**config.mk**
```make
export PLATFORM = sky130hd
export DESIGN_NAME = exec_ctrl_fsm_flat
export DESIGN_NICKNAME = d
export VERILOG_FILES = /design/src/rtl/exec_ctrl_fsm_if.sv /design/src/rtl/exec_ctrl_fsm.sv /design/src/flat_wrapper.sv
export SDC_FILE = /design/constraint.sdc
export NUM_CORES = 1
export LEC_CHECK = 0
export CAP_MARGIN = 10
export CORE_ASPECT_RATIO = 1.5
export CORE_MARGIN = 2
export CORE_UTILIZATION = 40
export CTS_CLUSTER_SIZE = 12
export DETAILED_ROUTE_END_ITERATION = 8
export PLACE_DENSITY = 0.7
export SYNTH_ARGS = -nofsm -noshare
export SYNTH_HDL_FRONTEND = slang
export SYNTH_SLANG_ARGS = --single-unit
```
**constraint.sdc**
```tcl
create_clock -name clk -period 4.9 [get_ports clk]
set_input_delay 0.49 -clock clk [delete_from_list [all_inputs] [get_ports clk]]
set_output_delay 0.49 -clock clk [all_outputs]
set_load 0.01 [all_outputs]
```
**src/rtl/exec_ctrl_fsm_if.sv**
```systemverilog
// Control bundle between the exec-stage controller (master) and the datapath/memory (slave).
// Signal names follow the existing datapath so the two sides plug together unchanged.
interface exec_ctrl_fsm_if;
  logic [5:0] opcode;
  logic [5:0] funct;
  logic       alu_zero;
  logic       mem_ready;
  logic [2:0] ALUCntrl;
  logic       ALUSrc;
  logic       jl;
  logic       ir_we;
  logic       pc_we;
  logic [1:0] pc_src;
  logic       mem_rd;
  logic       mem_wr;
  logic       reg_we;
  logic [1:0] reg_dst;
  logic       wb_sel;
  logic       bus_err;
  logic       illegal;

  modport master (
    input  opcode, funct, alu_zero, mem_ready,
    output ALUCntrl, ALUSrc, jl, ir_we, pc_we, pc_src, mem_rd, mem_wr,
    output reg_we, reg_dst, wb_sel, bus_err, illegal
  );

  modport slave (
    output opcode, funct, alu_zero, mem_ready,
    input  ALUCntrl, ALUSrc, jl, ir_we, pc_we, pc_src, mem_rd, mem_wr,
    input  reg_we, reg_dst, wb_sel, bus_err, illegal
  );
endinterface

```
**src/rtl/exec_ctrl_fsm.sv**
```systemverilog
// Multi-cycle controller: FETCH -> DECODE -> EXEC -> MEM -> WB with memory handshake,
// memory-timeout and illegal-instruction traps. Outputs decode from state, latched class and inputs.
module exec_ctrl_fsm #(
  parameter int unsigned WAIT_LIMIT = 8
) (
  input logic             clk,
  input logic             reset_n,
  exec_ctrl_fsm_if.master bus
);

  localparam int unsigned CntW = $clog2(WAIT_LIMIT + 1);
  localparam logic [CntW-1:0] CntLast = CntW'(WAIT_LIMIT - 1);

  localparam logic [5:0] OpR    = 6'h00;
  localparam logic [5:0] OpJ    = 6'h02;
  localparam logic [5:0] OpJal  = 6'h03;
  localparam logic [5:0] OpBne  = 6'h05;
  localparam logic [5:0] OpAddi = 6'h08;
  localparam logic [5:0] OpXori = 6'h0E;
  localparam logic [5:0] OpLw   = 6'h23;
  localparam logic [5:0] OpSw   = 6'h2B;
  localparam logic [5:0] FnJr   = 6'h08;
  localparam logic [5:0] FnAdd  = 6'h20;
  localparam logic [5:0] FnSub  = 6'h22;
  localparam logic [5:0] FnSlt  = 6'h2A;

  localparam logic [2:0] AluAdd = 3'b000;
  localparam logic [2:0] AluSub = 3'b001;
  localparam logic [2:0] AluXor = 3'b010;
  localparam logic [2:0] AluSlt = 3'b011;

  typedef enum logic [2:0] {
    StFetch, StDecode, StExec, StMem, StWb, StTrap
  } state_e;

  typedef enum logic [2:0] {
    InsLw, InsSw, InsBne, InsAddi, InsXori, InsAdd, InsSub, InsSlt
  } ins_e;

  state_e          state_q, state_d;
  ins_e            ins_q, ins_d;
  logic [CntW-1:0] cnt_q, cnt_d;
  logic            bus_err_q, bus_err_d;
  logic            illegal_q, illegal_d;

  ins_e dec_ins;
  logic dec_ok;

  logic [2:0] alu_ctrl;
  logic       alu_src;
  logic       jl;
  logic       ir_we;
  logic       pc_we;
  logic [1:0] pc_src;
  logic       mem_rd;
  logic       mem_wr;
  logic       reg_we;
  logic [1:0] reg_dst;
  logic       wb_sel;

  // Instruction classes that continue past DECODE.
  always_comb begin
    dec_ok  = 1'b1;
    dec_ins = InsAdd;
    case (bus.opcode)
      OpLw:    dec_ins = InsLw;
      OpSw:    dec_ins = InsSw;
      OpBne:   dec_ins = InsBne;
      OpAddi:  dec_ins = InsAddi;
      OpXori:  dec_ins = InsXori;
      OpR: begin
        case (bus.funct)
          FnAdd:   dec_ins = InsAdd;
          FnSub:   dec_ins = InsSub;
          FnSlt:   dec_ins = InsSlt;
          default: dec_ok  = 1'b0;
        endcase
      end
      default: dec_ok = 1'b0;
    endcase
  end

  // ALU setup is a pure function of the latched class; held from EXEC through WB.
  logic [2:0] cls_alu;
  logic       cls_src;
  always_comb begin
    cls_alu = AluAdd;
    cls_src = 1'b1;
    unique case (ins_q)
      InsLw, InsSw, InsAddi: begin cls_alu = AluAdd; cls_src = 1'b0; end
      InsXori:               begin cls_alu = AluXor; cls_src = 1'b0; end
      InsBne:                begin cls_alu = AluSub; cls_src = 1'b1; end
      InsAdd:                begin cls_alu = AluAdd; cls_src = 1'b1; end
      InsSub:                begin cls_alu = AluSub; cls_src = 1'b1; end
      InsSlt:                begin cls_alu = AluSlt; cls_src = 1'b1; end
    endcase
  end

  always_comb begin
    state_d   = state_q;
    ins_d     = ins_q;
    cnt_d     = cnt_q;
    bus_err_d = bus_err_q;
    illegal_d = illegal_q;
    alu_ctrl  = AluAdd;
    alu_src   = 1'b1;
    jl        = 1'b0;
    ir_we     = 1'b0;
    pc_we     = 1'b0;
    pc_src    = 2'b00;
    mem_rd    = 1'b0;
    mem_wr    = 1'b0;
    reg_we    = 1'b0;
    reg_dst   = 2'b00;
    wb_sel    = 1'b0;

    case (state_q)
      StFetch: begin
        mem_rd = 1'b1;
        if (bus.mem_ready) begin
          ir_we   = 1'b1;
          pc_we   = 1'b1;
          state_d = StDecode;
        end else if (cnt_q == CntLast) begin
          state_d   = StTrap;
          bus_err_d = 1'b1;
        end else begin
          cnt_d = cnt_q + 1'b1;
        end
      end
      StDecode: begin
        if (bus.opcode == OpJ) begin
          pc_we   = 1'b1;
          pc_src  = 2'b10;
          state_d = StFetch;
        end else if (bus.opcode == OpJal) begin
          jl      = 1'b1;
          reg_we  = 1'b1;
          reg_dst = 2'b10;
          pc_we   = 1'b1;
          pc_src  = 2'b10;
          state_d = StFetch;
        end else if (bus.opcode == OpR && bus.funct == FnJr) begin
          pc_we   = 1'b1;
          pc_src  = 2'b11;
          state_d = StFetch;
        end else if (dec_ok) begin
          ins_d   = dec_ins;
          state_d = StExec;
        end else begin
          illegal_d = 1'b1;
          state_d   = StTrap;
        end
      end
      StExec: begin
        alu_ctrl = cls_alu;
        alu_src  = cls_src;
        if (ins_q == InsBne) begin
          pc_we   = ~bus.alu_zero;
          pc_src  = 2'b01;
          state_d = StFetch;
        end else if (ins_q == InsLw || ins_q == InsSw) begin
          state_d = StMem;
        end else begin
          state_d = StWb;
        end
      end
      StMem: begin
        alu_ctrl = cls_alu;
        alu_src  = cls_src;
        mem_rd   = (ins_q == InsLw);
        mem_wr   = (ins_q != InsLw);
        if (bus.mem_ready) begin
          state_d = (ins_q == InsLw) ? StWb : StFetch;
        end else if (cnt_q == CntLast) begin
          state_d   = StTrap;
          bus_err_d = 1'b1;
        end else begin
          cnt_d = cnt_q + 1'b1;
        end
      end
      StWb: begin
        alu_ctrl = cls_alu;
        alu_src  = cls_src;
        reg_we   = 1'b1;
        reg_dst  = (ins_q == InsAdd || ins_q == InsSub || ins_q == InsSlt) ? 2'b01 : 2'b00;
        wb_sel   = (ins_q == InsLw);
        state_d  = StFetch;
      end
      default: begin
        state_d = StTrap;
      end
    endcase

    if (state_d != state_q) begin
      cnt_d = '0;
    end

    // Strobes must not glitch out while reset is held, even though FETCH is the reset state.
    if (!reset_n) begin
      ir_we  = 1'b0;
      pc_we  = 1'b0;
      mem_rd = 1'b0;
      mem_wr = 1'b0;
      reg_we = 1'b0;
    end
  end

  always_ff @(posedge clk or negedge reset_n) begin
    if (!reset_n) begin
      state_q   <= StFetch;
      ins_q     <= InsAdd;
      cnt_q     <= '0;
      bus_err_q <= 1'b0;
      illegal_q <= 1'b0;
    end else begin
      state_q   <= state_d;
      ins_q     <= ins_d;
      cnt_q     <= cnt_d;
      bus_err_q <= bus_err_d;
      illegal_q <= illegal_d;
    end
  end

  assign bus.ALUCntrl = alu_ctrl;
  assign bus.ALUSrc   = alu_src;
  assign bus.jl       = jl;
  assign bus.ir_we    = ir_we;
  assign bus.pc_we    = pc_we;
  assign bus.pc_src   = pc_src;
  assign bus.mem_rd   = mem_rd;
  assign bus.mem_wr   = mem_wr;
  assign bus.reg_we   = reg_we;
  assign bus.reg_dst  = reg_dst;
  assign bus.wb_sel   = wb_sel;
  assign bus.bus_err  = bus_err_q;
  assign bus.illegal  = illegal_q;

endmodule
```
**src/flat_wrapper.sv**
```systemverilog
// flat-port wrapper written by rule: the top's interface ports become plain ports
module exec_ctrl_fsm_flat 
#(
  parameter int unsigned WAIT_LIMIT = 8
)
  (clk, reset_n, bus_opcode, bus_funct, bus_alu_zero, bus_mem_ready, bus_ALUCntrl, bus_ALUSrc, bus_jl, bus_ir_we, bus_pc_we, bus_pc_src, bus_mem_rd, bus_mem_wr, bus_reg_we, bus_reg_dst, bus_wb_sel, bus_bus_err, bus_illegal);
  exec_ctrl_fsm_if bus_i ();
  input logic clk;
  input logic reset_n;
  input wire logic [$bits(bus_i.opcode)-1:0] bus_opcode;
  input wire logic [$bits(bus_i.funct)-1:0] bus_funct;
  input wire logic [$bits(bus_i.alu_zero)-1:0] bus_alu_zero;
  input wire logic [$bits(bus_i.mem_ready)-1:0] bus_mem_ready;
  output wire logic [$bits(bus_i.ALUCntrl)-1:0] bus_ALUCntrl;
  output wire logic [$bits(bus_i.ALUSrc)-1:0] bus_ALUSrc;
  output wire logic [$bits(bus_i.jl)-1:0] bus_jl;
  output wire logic [$bits(bus_i.ir_we)-1:0] bus_ir_we;
  output wire logic [$bits(bus_i.pc_we)-1:0] bus_pc_we;
  output wire logic [$bits(bus_i.pc_src)-1:0] bus_pc_src;
  output wire logic [$bits(bus_i.mem_rd)-1:0] bus_mem_rd;
  output wire logic [$bits(bus_i.mem_wr)-1:0] bus_mem_wr;
  output wire logic [$bits(bus_i.reg_we)-1:0] bus_reg_we;
  output wire logic [$bits(bus_i.reg_dst)-1:0] bus_reg_dst;
  output wire logic [$bits(bus_i.wb_sel)-1:0] bus_wb_sel;
  output wire logic [$bits(bus_i.bus_err)-1:0] bus_bus_err;
  output wire logic [$bits(bus_i.illegal)-1:0] bus_illegal;
  assign bus_i.opcode = bus_opcode;
  assign bus_i.funct = bus_funct;
  assign bus_i.alu_zero = bus_alu_zero;
  assign bus_i.mem_ready = bus_mem_ready;
  assign bus_ALUCntrl = bus_i.ALUCntrl;
  assign bus_ALUSrc = bus_i.ALUSrc;
  assign bus_jl = bus_i.jl;
  assign bus_ir_we = bus_i.ir_we;
  assign bus_pc_we = bus_i.pc_we;
  assign bus_pc_src = bus_i.pc_src;
  assign bus_mem_rd = bus_i.mem_rd;
  assign bus_mem_wr = bus_i.mem_wr;
  assign bus_reg_we = bus_i.reg_we;
  assign bus_reg_dst = bus_i.reg_dst;
  assign bus_wb_sel = bus_i.wb_sel;
  assign bus_bus_err = bus_i.bus_err;
  assign bus_illegal = bus_i.illegal;
  exec_ctrl_fsm #(.WAIT_LIMIT(WAIT_LIMIT)) u_core (.clk(clk), .reset_n(reset_n), .bus(bus_i));
endmodule
```
; After elaboration in Yosys (flattened, before gate mapping)
; Memory sizes are Yosys's and may differ from the RTL's.
; Index checks and enable logic that the tools add are counted.
[totals]
romBits = 24
mem_count = 1
register_bits = 12
[mem_list]
columns = memory, words, width, rd, rd_clocked_by_memory_dff, write_ports, line_no
row1 = (name not given), 8, 3, 1, 0, 0, exec_ctrl_fsm.sv:89  ; unique case (ins_q)
[classes]
n_addsub = 1
n_reduce_logical = 17
n_bitwise = 6
eq_ne = 24
n_mux = 49
[ops]
columns = op, n
row1 = two-way mux 3 bit, 11
row2 = "== test 6 bit, second input constant", 5
row3 = two-way mux 1 bit, 20
row4 = "== test 6 x 4 -> 1 bit, second input constant", 3
row5 = one-hot mux 3 bit (6 select lines), 1
row6 = two-way mux 4 bit, 4
row7 = one-hot mux 3 bit (5 select lines), 1
row8 = "== test 3 bit, second input constant", 4
row9 = "== test 6 x 2 -> 1 bit, second input constant", 2
row10 = one-hot mux 2 bit (2 select lines), 3
row11 = two-way mux 2 bit, 5
row12 = AND reduction 5 bit, 2
row13 = "== test 3 x 2 -> 1 bit, second input constant", 3
row14 = "== test 3 x 1 -> 1 bit, second input constant", 2
row15 = "== test 6 x 3 -> 1 bit, second input constant", 1
row16 = logical NOT 3 bit, 2
row17 = logical NOT 6 bit, 1
row18 = inverter 1 bit, 6
row19 = one-hot mux 1 bit (2 select lines), 3
row20 = AND reduction 3 bit, 2
row21 = OR reduction 3 bit, 2
row22 = OR reduction 5 bit, 1
row23 = "adder 4 x 1 -> 4 bit, second input constant", 1
row24 = "== test 4 x 3 -> 1 bit, second input constant", 1
row25 = other kinds (9), 11

; Logic depth before layout (Yosys ltp)
; Gate-level depths: netlist (run 1).
[depth]
depth_word = 12
mapped_depth = 7
ltp_nobuf = 7

; Worst setup path after synthesis (run 1)
; No wires, ideal clock.
[synth_path]
path_kind = input port to output port
from = input bus_opcode[5]
to = output bus_pc_we
slack_ps = 2454
required_time_ps = 4410
arrival_time_ps = 1956
stages = 5
path_cell_list = or3b_1 > or3_4 > a21boi_0 > a211oi_1 > nor3_1
[synth_via]
elab_chain_cells = 7
elab_cells_between_ends = 9
classes_between = eq/ne (2) / mux (5) / reduce/logical (2)
[synth_lines]
columns = element, line_no
row1 = from (decl), flat_wrapper.sv:10  ; input wire logic [$bits(bus_i.opcode)-1:0] bus_opcode;
row2 = logical NOT 6 bit, exec_ctrl_fsm.sv:143  ; end else if (bus.opcode == OpR && bus.funct == FnJr) begin
row3 = logical AND 1 bit, exec_ctrl_fsm.sv:143
row4 = two-way mux 1 bit, exec_ctrl_fsm.sv:143
row5 = two-way mux 1 bit, exec_ctrl_fsm.sv:136  ; end else if (bus.opcode == OpJal) begin
row6 = two-way mux 1 bit *, exec_ctrl_fsm.sv:132  ; if (bus.opcode == OpJ) begin
row7 = one-hot mux 1 bit (3 select lines) *, exec_ctrl_fsm.sv:117  ; case (state_q)
row8 = two-way mux 1 bit *, exec_ctrl_fsm.sv:200  ; if (!reset_n) begin
row9 = to (decl), flat_wrapper.sv:18  ; output wire logic [$bits(bus_i.pc_we)-1:0] bus_pc_we;
; Mark *: on every way between the ends. The rest lies on a longest branch, timed or not.

; Final worst setup path (run 1)
[layout_path]
from = input bus_opcode[1]
to = output bus_pc_we
; Same word-level chain as after synthesis.

==> impl_metrics.sql, run 1 <==
INSERT INTO impl_metrics (metric_group, metric, value, unit) VALUES
('status', 'status', 'finished, final reports clean', ''),
('worst_setup_path', 'timing.critical_path.required', '4.41', 'ns'),
('cts', 'clock_latency', '0.23', 'ns'),
('cts', 'postCtsSetupBuffers', '0', ''),
('cts', 'clk_path_buf_depth', '2', ''),
('synthesis', 'post_synth_and_or_nand_nor_area_fraction', '34.5', '%'),
('hold_path', 'worstHoldPathType', 'reg2reg', ''),
('cts', 'cts-hold-fix-buffers', '0', ''),
('grt', 'grt_start_max_net_pins', '16', ''),
('cts', 'cts.clk_slew.worst_paths', '0.05', 'ns'),
('synthesis', 'syn-cell-area', '1110', 'µm²'),
('floorplan', 'die-area', '3230', 'µm²'),
('timing', 'final-hold-violation-count', '0', ''),
('synthesis', 'synth.distinct_cells', '47', ''),
('placed_design', 'dpl.hpwl', '2110', 'µm'),
('worst_setup_path', 'start_kind', 'input pin', ''),
('synthesis', 'synth_top_family_by_area', 'simple AND/OR/NAND/NOR gates', ''),
('floorplan', 'top_level_ports', '33', ''),
('synthesis', 'synth_seq_area_share', '27.2', '%'),
('power', 'irDropWorstVdd', '0.206', 'mV'),
('placed_design', 'gp_routability_congestion', '0.870', ''),
('power', 'cellLeakagePower', '0.553', 'nW'),
('detailed_routing', 'detail_route.vias_per_cell', '5.52', ''),
('synthesis', 'synth-edff-count', '0', ''),
('detailed_routing', 'drt_first_iter_violations', '22', ''),
('synthesis', 'synthXorXnorAreaFrac', '1.57', '%'),
('synthesis', 'synth.yosys.warnings', '0', ''),
('grt', 'gr-usage-met3', '3.13', '%'),
('cts', 'numClockSinks', '12', ''),
('timing', 'setup_viol_count_final', '0', ''),
('cts', 'cts.htree.levels', '1', ''),
('placed_design', 'dpl-instance-area', '1400', 'µm²'),
('final_layout', 'area_added_between_synthesis_and_finish', '30.5', '%'),
('detailed_routing', 'route.vias.total', '1116', ''),
('final_layout', 'num_antenna_cells', '0', ''),
('power', 'power.density', '342', 'nW/µm²'),
('worst_setup_path', 'timing.critical_path.to_type', 'primary output', ''),
('synthesis', 'synth-async-reset-ratio', '100', '%'),
('detailed_routing', 'totalWireLength', '2590', 'µm'),
('placed_design', 'dpl_worst_slack', '1.55', 'ns'),
('detailed_routing', 'drtPass1Iterations', '5', ''),
('floorplan', 'number_of_core_rows', '23', ''),
('grt', 'grt.busiest_layer', 'met2', ''),
('grt', 'groute.layer.met1.usage', '17.3', '%'),
('worst_setup_path', 'worst_ep_arrival_time', '2.87', 'ns'),
('floorplan', 'chipWidth', '47.1', 'µm'),
('grt', 'grt.overflow.total', '0', ''),
('detailed_routing', 'antenna_violating_nets_post_route', '0', ''),
('worst_setup_path', 'path_class', 'in2out', ''),
('final_layout', 'layout.cells.most_common_list', '31 x clkdlybuf4s50_1, 13 x nand2_1, 11 x o21ai_0', ''),
('synthesis', 'synth_adder_area_share', '5.61', '%'),
('synthesis', 'synth_compound_gate_area_share', '20.1', '%'),
('cts', 'cts_tree', 'yes', ''),
('grt', 'number_of_antenna_violations_at_the_first_check_in_global_routing', '0', ''),
('placed_design', 'portBuffers', '31', ''),
('floorplan', 'initial_core_util', '41.7', '%'),
('cts', 'cts_inserted_buffers', '3', ''),
('grt', 'met2_usage', '34.2', '%'),
('floorplan', 'core_region_area', '2680', 'µm²'),
('timing', 'fin_crit_sh', '68.6', '%'),
('synthesis', 'postSynthCellCount', '137', ''),
('timing', 'timing.final.max_slew_violations', '0', ''),
('synthesis', 'yosys-mux-area-fraction', '3.03', '%'),
('final_layout', 'final_common_cell', 'clkdlybuf4s50_1', ''),
('final_layout', 'postLayoutCellArea', '1460', 'µm²'),
('synthesis', 'yosys_most_used_dff', 'dfrtp_1', ''),
('worst_setup_path', 'worst-path-max-fanout', '5', ''),
('detailed_routing', 'drc', '0', ''),
('timing', 'grt_setup_unrepaired', 'no', ''),
('grt', 'via_count_of_the_first_global_routing_pass', '1120', ''),
('detailed_routing', 'wl_per_cell', '12.8', 'µm');
==> path summary, 6_finish.rpt <==
kind | start | end | slack, ns | cells after the start
min in group asynchronous | reset_n | u_core.ins_q[1] | 0.67 | 1
hold / removal | u_core.bus.bus_err | u_core.bus.bus_err | 0.46 | 1
max in group asynchronous | reset_n | u_core.state_q[0] | 3.80 | 1
hold reg to reg | u_core.bus.bus_err | u_core.bus.bus_err | 0.46 | 1
setup / recovery | bus_opcode[1] | bus_pc_we | 1.54 | 7
setup reg to reg | u_core.state_q[0] | u_core.cnt_q[3] | 3.00 | 5
==> power breakdown <==
group / internal [mW] / total, mW / switching, mW
combinational: 0.112 / 0.221 / 0.109
clock: 0.0709 / 0.106 / 0.0349
sequential: 0.126 / 0.171 / 0.0451
==> flip-flops by register name (all words and copies together), names as in the netlist <==
signal,flops
u_core.ins_q,3
u_core.bus.bus_err,1
u_core.bus.illegal,1
u_core.state_q,3
u_core.cnt_q,4
==> kinds of logic after synthesis <==
kind of cell    after synthesis
fa+ha+maj                     5
compound gates               36
flops                        12
other cells                   1
xor+xnor                      2
buf+inv                      11
mux                           3
simple gates                 67
==> per-stage QoR <==
step | util, % | hold slack, ns | total power [mW] | instances
3_3_place_gp | 52.3 | 0.442 | 0.386 | 198
6_report | 54.4 | 0.456 | 0.498 | 202
4_1_cts | 54.4 | 0.460 | 0.502 | 202
3_5_place_dp | 52.3 | 0.448 | 0.393 | 198
2_1_floorplan | - | 0.194 | 0.352 | 137
5_1_grt | 54.4 | 0.486 | 0.543 | 202
==> critical path: stages <==
cell and delay [ns]:
clkdlybuf4s50_1 0.54, or3b_1 0.39, or3_4 0.37, a21boi_0 0.28, a211oi_1 0.09, nor3_1 0.15, clkdlybuf4s50_1 0.56
==> synthesized netlist by cell type, types with 2 or more instances <==
cell type	count	area share, %
a211oi_1	2	1.3
a21oi_1	10	4.5
and2_1	2	1.1
and3_1	3	1.7
and3b_1	2	1.6
clkbuf_1	2	0.67
dfrtp_1	10	22
dfstp_2	2	4.7
ha_1	5	5.6
inv_1	4	1.3
mux2_2	3	3.0
nand2_1	13	4.4
nand2b_1	6	3.4
nand3_1	3	1.3
nand3b_1	3	2.0
nor2_1	10	3.4
nor3_1	7	3.1
nor3b_1	6	4.0
nor4_1	2	1.1
o21a_1	2	1.3
o21ai_0	11	4.9
o32ai_1	2	1.6
or3_1	2	1.1
xor2_1	2	1.6
==> layout make-up <==
cell class / instances / area [µm²]
Clock buffer: 4 / 55.1
Timing Repair Buffer: 31 / 310
Tap cell: 37 / 46.3
Inverter: 4 / 15.0
Multi-Input combinational cell: 114 / 726
Sequential cell: 12 / 303
Fill cell: 256 / 1220
==> metal layers <==
layer,vias up,wire length (µm)
met3,10,130
met4,0,85
met2,39,1360
li1,550,-
met5,-,0
met1,517,1020
(Power assumes the default switching activity.)
==> run 2: changes to the inputs <==
Settings changed: PLACE_DENSITY 0.7 to 0.72.
Clock period 4.9 ns to 2.9 ns, I/O delays scaled along.
==> run 2 against run 1 <==
Net effect: first-iteration DRC count grew 68%; combinational power grew 72%; highest routed layer unchanged; setup slack lost 1.4 ns; design area grew 3.8%; power grew 73%; largest power group unchanged; register-to-register slack lost 1.9 ns.
==> impl_metrics.sql, run 2 (same netlist as run 1, synthesis figures left out) <==
INSERT INTO impl_metrics (metric_group, metric, value, unit) VALUES
('status', 'status', 'finished, final reports clean', ''),
('grt', 'grt.busiest_layer', 'met2', ''),
('timing', 'setup_viol_count_final', '0', ''),
('detailed_routing', 'drt_first_iter_violations', '37', ''),
('power', 'netSwitchingPower', '0.333', 'mW'),
('grt', 'grt_start_max_net_pins', '14', ''),
('power', 'cellLeakagePower', '0.605', 'nW'),
('power', 'irDropWorstVdd', '0.245', 'mV'),
('floorplan', 'floorplan.die.height', '68.7', 'µm'),
('final_layout', 'final_common_cell', 'clkdlybuf4s50_1', ''),
('placed_design', 'gp_routability_congestion', '0.801', ''),
('grt', 'gr-usage-met3', '3.91', '%'),
('floorplan', 'initial_core_util', '41.7', '%'),
('final_layout', 'num_antenna_cells', '0', ''),
('final_layout', 'max_ffs_per_register', '4', ''),
('detailed_routing', 'drc', '0', ''),
('cts', 'clk_root_buffer_cell', 'clkbuf_8', ''),
('floorplan', 'core_region_area', '2680', 'µm²'),
('floorplan', 'chipWidth', '47.1', 'µm'),
('run', 'maxCapViolations', '0', ''),
('timing', 'fmax', '0.359', 'GHz'),
('cts', 'cts_inserted_buffers', '3', ''),
('detailed_routing', 'totalWireLength', '2740', 'µm'),
('cts', 'clock_latency', '0.25', 'ns'),
('detailed_routing', 'route.vias.total', '1128', ''),
('power', 'power.sequential.fraction', '34.2', '%'),
('final_layout', 'nets', '194', ''),
('final_layout', 'layout.cells.most_common_list', '30 x clkdlybuf4s50_1, 13 x nand2_1, 11 x o21ai_0', ''),
('power', 'power.share.clock', '21.6', '%'),
('worst_setup_path', 'worst_ep_arrival_time', '2.49', 'ns'),
('cts', 'cts-hold-fix-buffers', '0', ''),
('power', 'power_frac_comb', '44.2', '%'),
('detailed_routing', 'drtPass1Iterations', '4', ''),
('detailed_routing', 'antenna_violating_nets_post_route', '0', ''),
('cts', 'count_of_cells_resized_by_post_cts_repair', '0', ''),
('final_layout', 'area_added_between_synthesis_and_finish', '35.5', '%'),
('timing', 'timing.final.max_slew_violations', '0', ''),
('detailed_routing', 'detail_route.vias_per_cell', '5.40', ''),
('timing', 'grt_setup_unrepaired', 'no', ''),
('floorplan', 'top_level_ports', '33', ''),
('timing', 'setup-tns-final', '0', 'ns'),
('timing', 'final-hold-violation-count', '0', ''),
('power', 'netSwitchingFraction', '38.6', '%'),
('grt', 'via_count_of_the_first_global_routing_pass', '1082', ''),
('cts', 'numClockSinks', '12', ''),
('timing', 'fin_crit_sh', '96.0', '%'),
('worst_setup_path', 'timing.critical_path.to_type', 'primary output', ''),
('cts', 'clk_path_buf_depth', '2', ''),
('worst_setup_path', 'cp_cell_sequence', 'clkdlybuf4s50_1 > or3b_1 > or3_4 > a21boi_1 > a211oi_1 > nor3_1 > clkdlybuf4s50_1', ''),
('power', 'power.density', '571', 'nW/µm²'),
('cts', 'cts_tree', 'yes', ''),
('grt', 'groute.layer.met1.usage', '19.2', '%'),
('hold_path', 'worstHoldPathType', 'in2async', ''),
('worst_setup_path', 'max_stage_delay', '0.56', 'ns'),
('cts', 'postCtsSetupBuffers', '0', ''),
('timing', 'fin_worst_skew', '0.00152', 'ns'),
('cts', 'cts.htree.levels', '1', ''),
('worst_setup_path', 'crit_slowest_cell', 'clkdlybuf4s50_1', ''),
('final_layout', 'largest-register', 'u_core.cnt_q', ''),
('placed_design', 'portBuffers', '31', ''),
('grt', 'met2_usage', '37.2', '%'),
('worst_setup_path', 'timing.critical_path.required', '2.61', 'ns'),
('detailed_routing', 'wl_per_cell', '13.1', 'µm'),
('final_layout', 'fraction_of_layout_instances_using_a_drive_strength_above_1', '11.6', '%'),
('final_layout', 'leading_registers_by_flop_count', 'u_core.cnt_q: 4 flops, u_core.ins_q: 3 flops, u_core.state_q: 3 flops', ''),
('worst_setup_path', 'worst-path-max-fanout', '5', ''),
('timing', 'final.min_clock_period', '2.78', 'ns'),
('power', 'cellInternalPower', '0.529', 'mW'),
('grt', 'grt.overflow.total', '0', ''),
('worst_setup_path', 'start_kind', 'input pin', ''),
('floorplan', 'die-area', '3230', 'µm²'),
('grt', 'globalRouteTotalUtil', '19.7', '%'),
('placed_design', 'dpl.hpwl', '2270', 'µm'),
('floorplan', 'number_of_core_rows', '23', ''),
('power', 'total_power', '0.862', 'mW'),
('worst_setup_path', 'timing.critical_path.mode_cell', 'clkdlybuf4s50_1', ''),
('worst_setup_path', 'path_class', 'in2out', ''),
('grt', 'grt_pass1_wl', '4550', 'µm'),
('cts', 'cts.clk_slew.worst_paths', '0.05', 'ns'),
('grt', 'number_of_antenna_violations_at_the_first_check_in_global_routing', '0', '');
==> run 2: cell types whose count changed in the layout (fill, tap and decap cells not counted) <==
cell / delta
a21boi_0: -1
a21boi_1: +1
buf_4: +7
clkdlybuf4s50_1: -1
dlymetal6s2s_1: +1
==> run 2: metal layers <==
layer | vias up | routed length, µm | part of all wire [%]
met5 | - | 0 | 0
met4 | 0 | 76 | 2.8
met3 | 7 | 133 | 4.9
met2 | 36 | 1500 | 55
met1 | 519 | 1030 | 38
li1 | 566 | - | -
==> run 2: path summary, 6_finish.rpt <==
kind	start	end	slack, ns	depth (start not counted)
max	bus_opcode[1]	bus_pc_we	0.12	7
min	reset_n	u_core.state_q[2]	0.30	1
max reg2reg	u_core.state_q[0]	u_core.cnt_q[3]	1.06	5
min reg2reg	u_core.bus.bus_err	u_core.bus.bus_err	0.46	1
max in group asynchronous	reset_n	u_core.ins_q[2]	2.08	2
min in group clk	u_core.bus.bus_err	u_core.bus.bus_err	0.46	1
==> run 2: cell type report <==
cell class / count / area, µm²
Clock buffer: 4 / 55.1
Inverter: 4 / 15.0
Sequential cell: 12 / 303
Multi-Input combinational cell: 114 / 726
Fill cell: 253 / 1170
Tap cell: 37 / 46.3
Timing Repair Buffer: 38 / 365
==> run 2: per-stage QoR <==
step	utilization [%]	hold WS, ns	std cells	setup slack, ns	area [µm²]
2_1_floorplan	-	-0.00559	137	0.854	1110
3_3_place_gp	54.3	0.447	205	0.0740	1450
3_5_place_dp	54.3	0.455	205	0.0463	1450
4_1_cts	56.3	0.310	209	0.0355	1510
5_1_grt	56.4	0.318	209	0.00831	1510
6_report	56.4	0.303	209	0.115	1510
==> run 2: critical path: cells and delay by family <==
family	cells	cell delay, ns
buffers and inverters	2	1.02
AOI/OAI and AO/OA	2	0.30
and+or+nand+nor	3	0.88
==> run 2: power groups by stage <==
| stage | combinational (mW) | clock [mW] | sequential, mW |
|---|---|---|---|
| after CTS | 0.384 | 0.190 | 0.293 |
| after global routing | 0.427 | 0.201 | 0.303 |
| after detailed placement | 0.383 | 0 | 0.296 |
| final | 0.381 | 0.186 | 0.295 |
| after global placement | 0.370 | 0 | 0.294 |
| after floorplan | 0.354 | 0 | 0.240 |
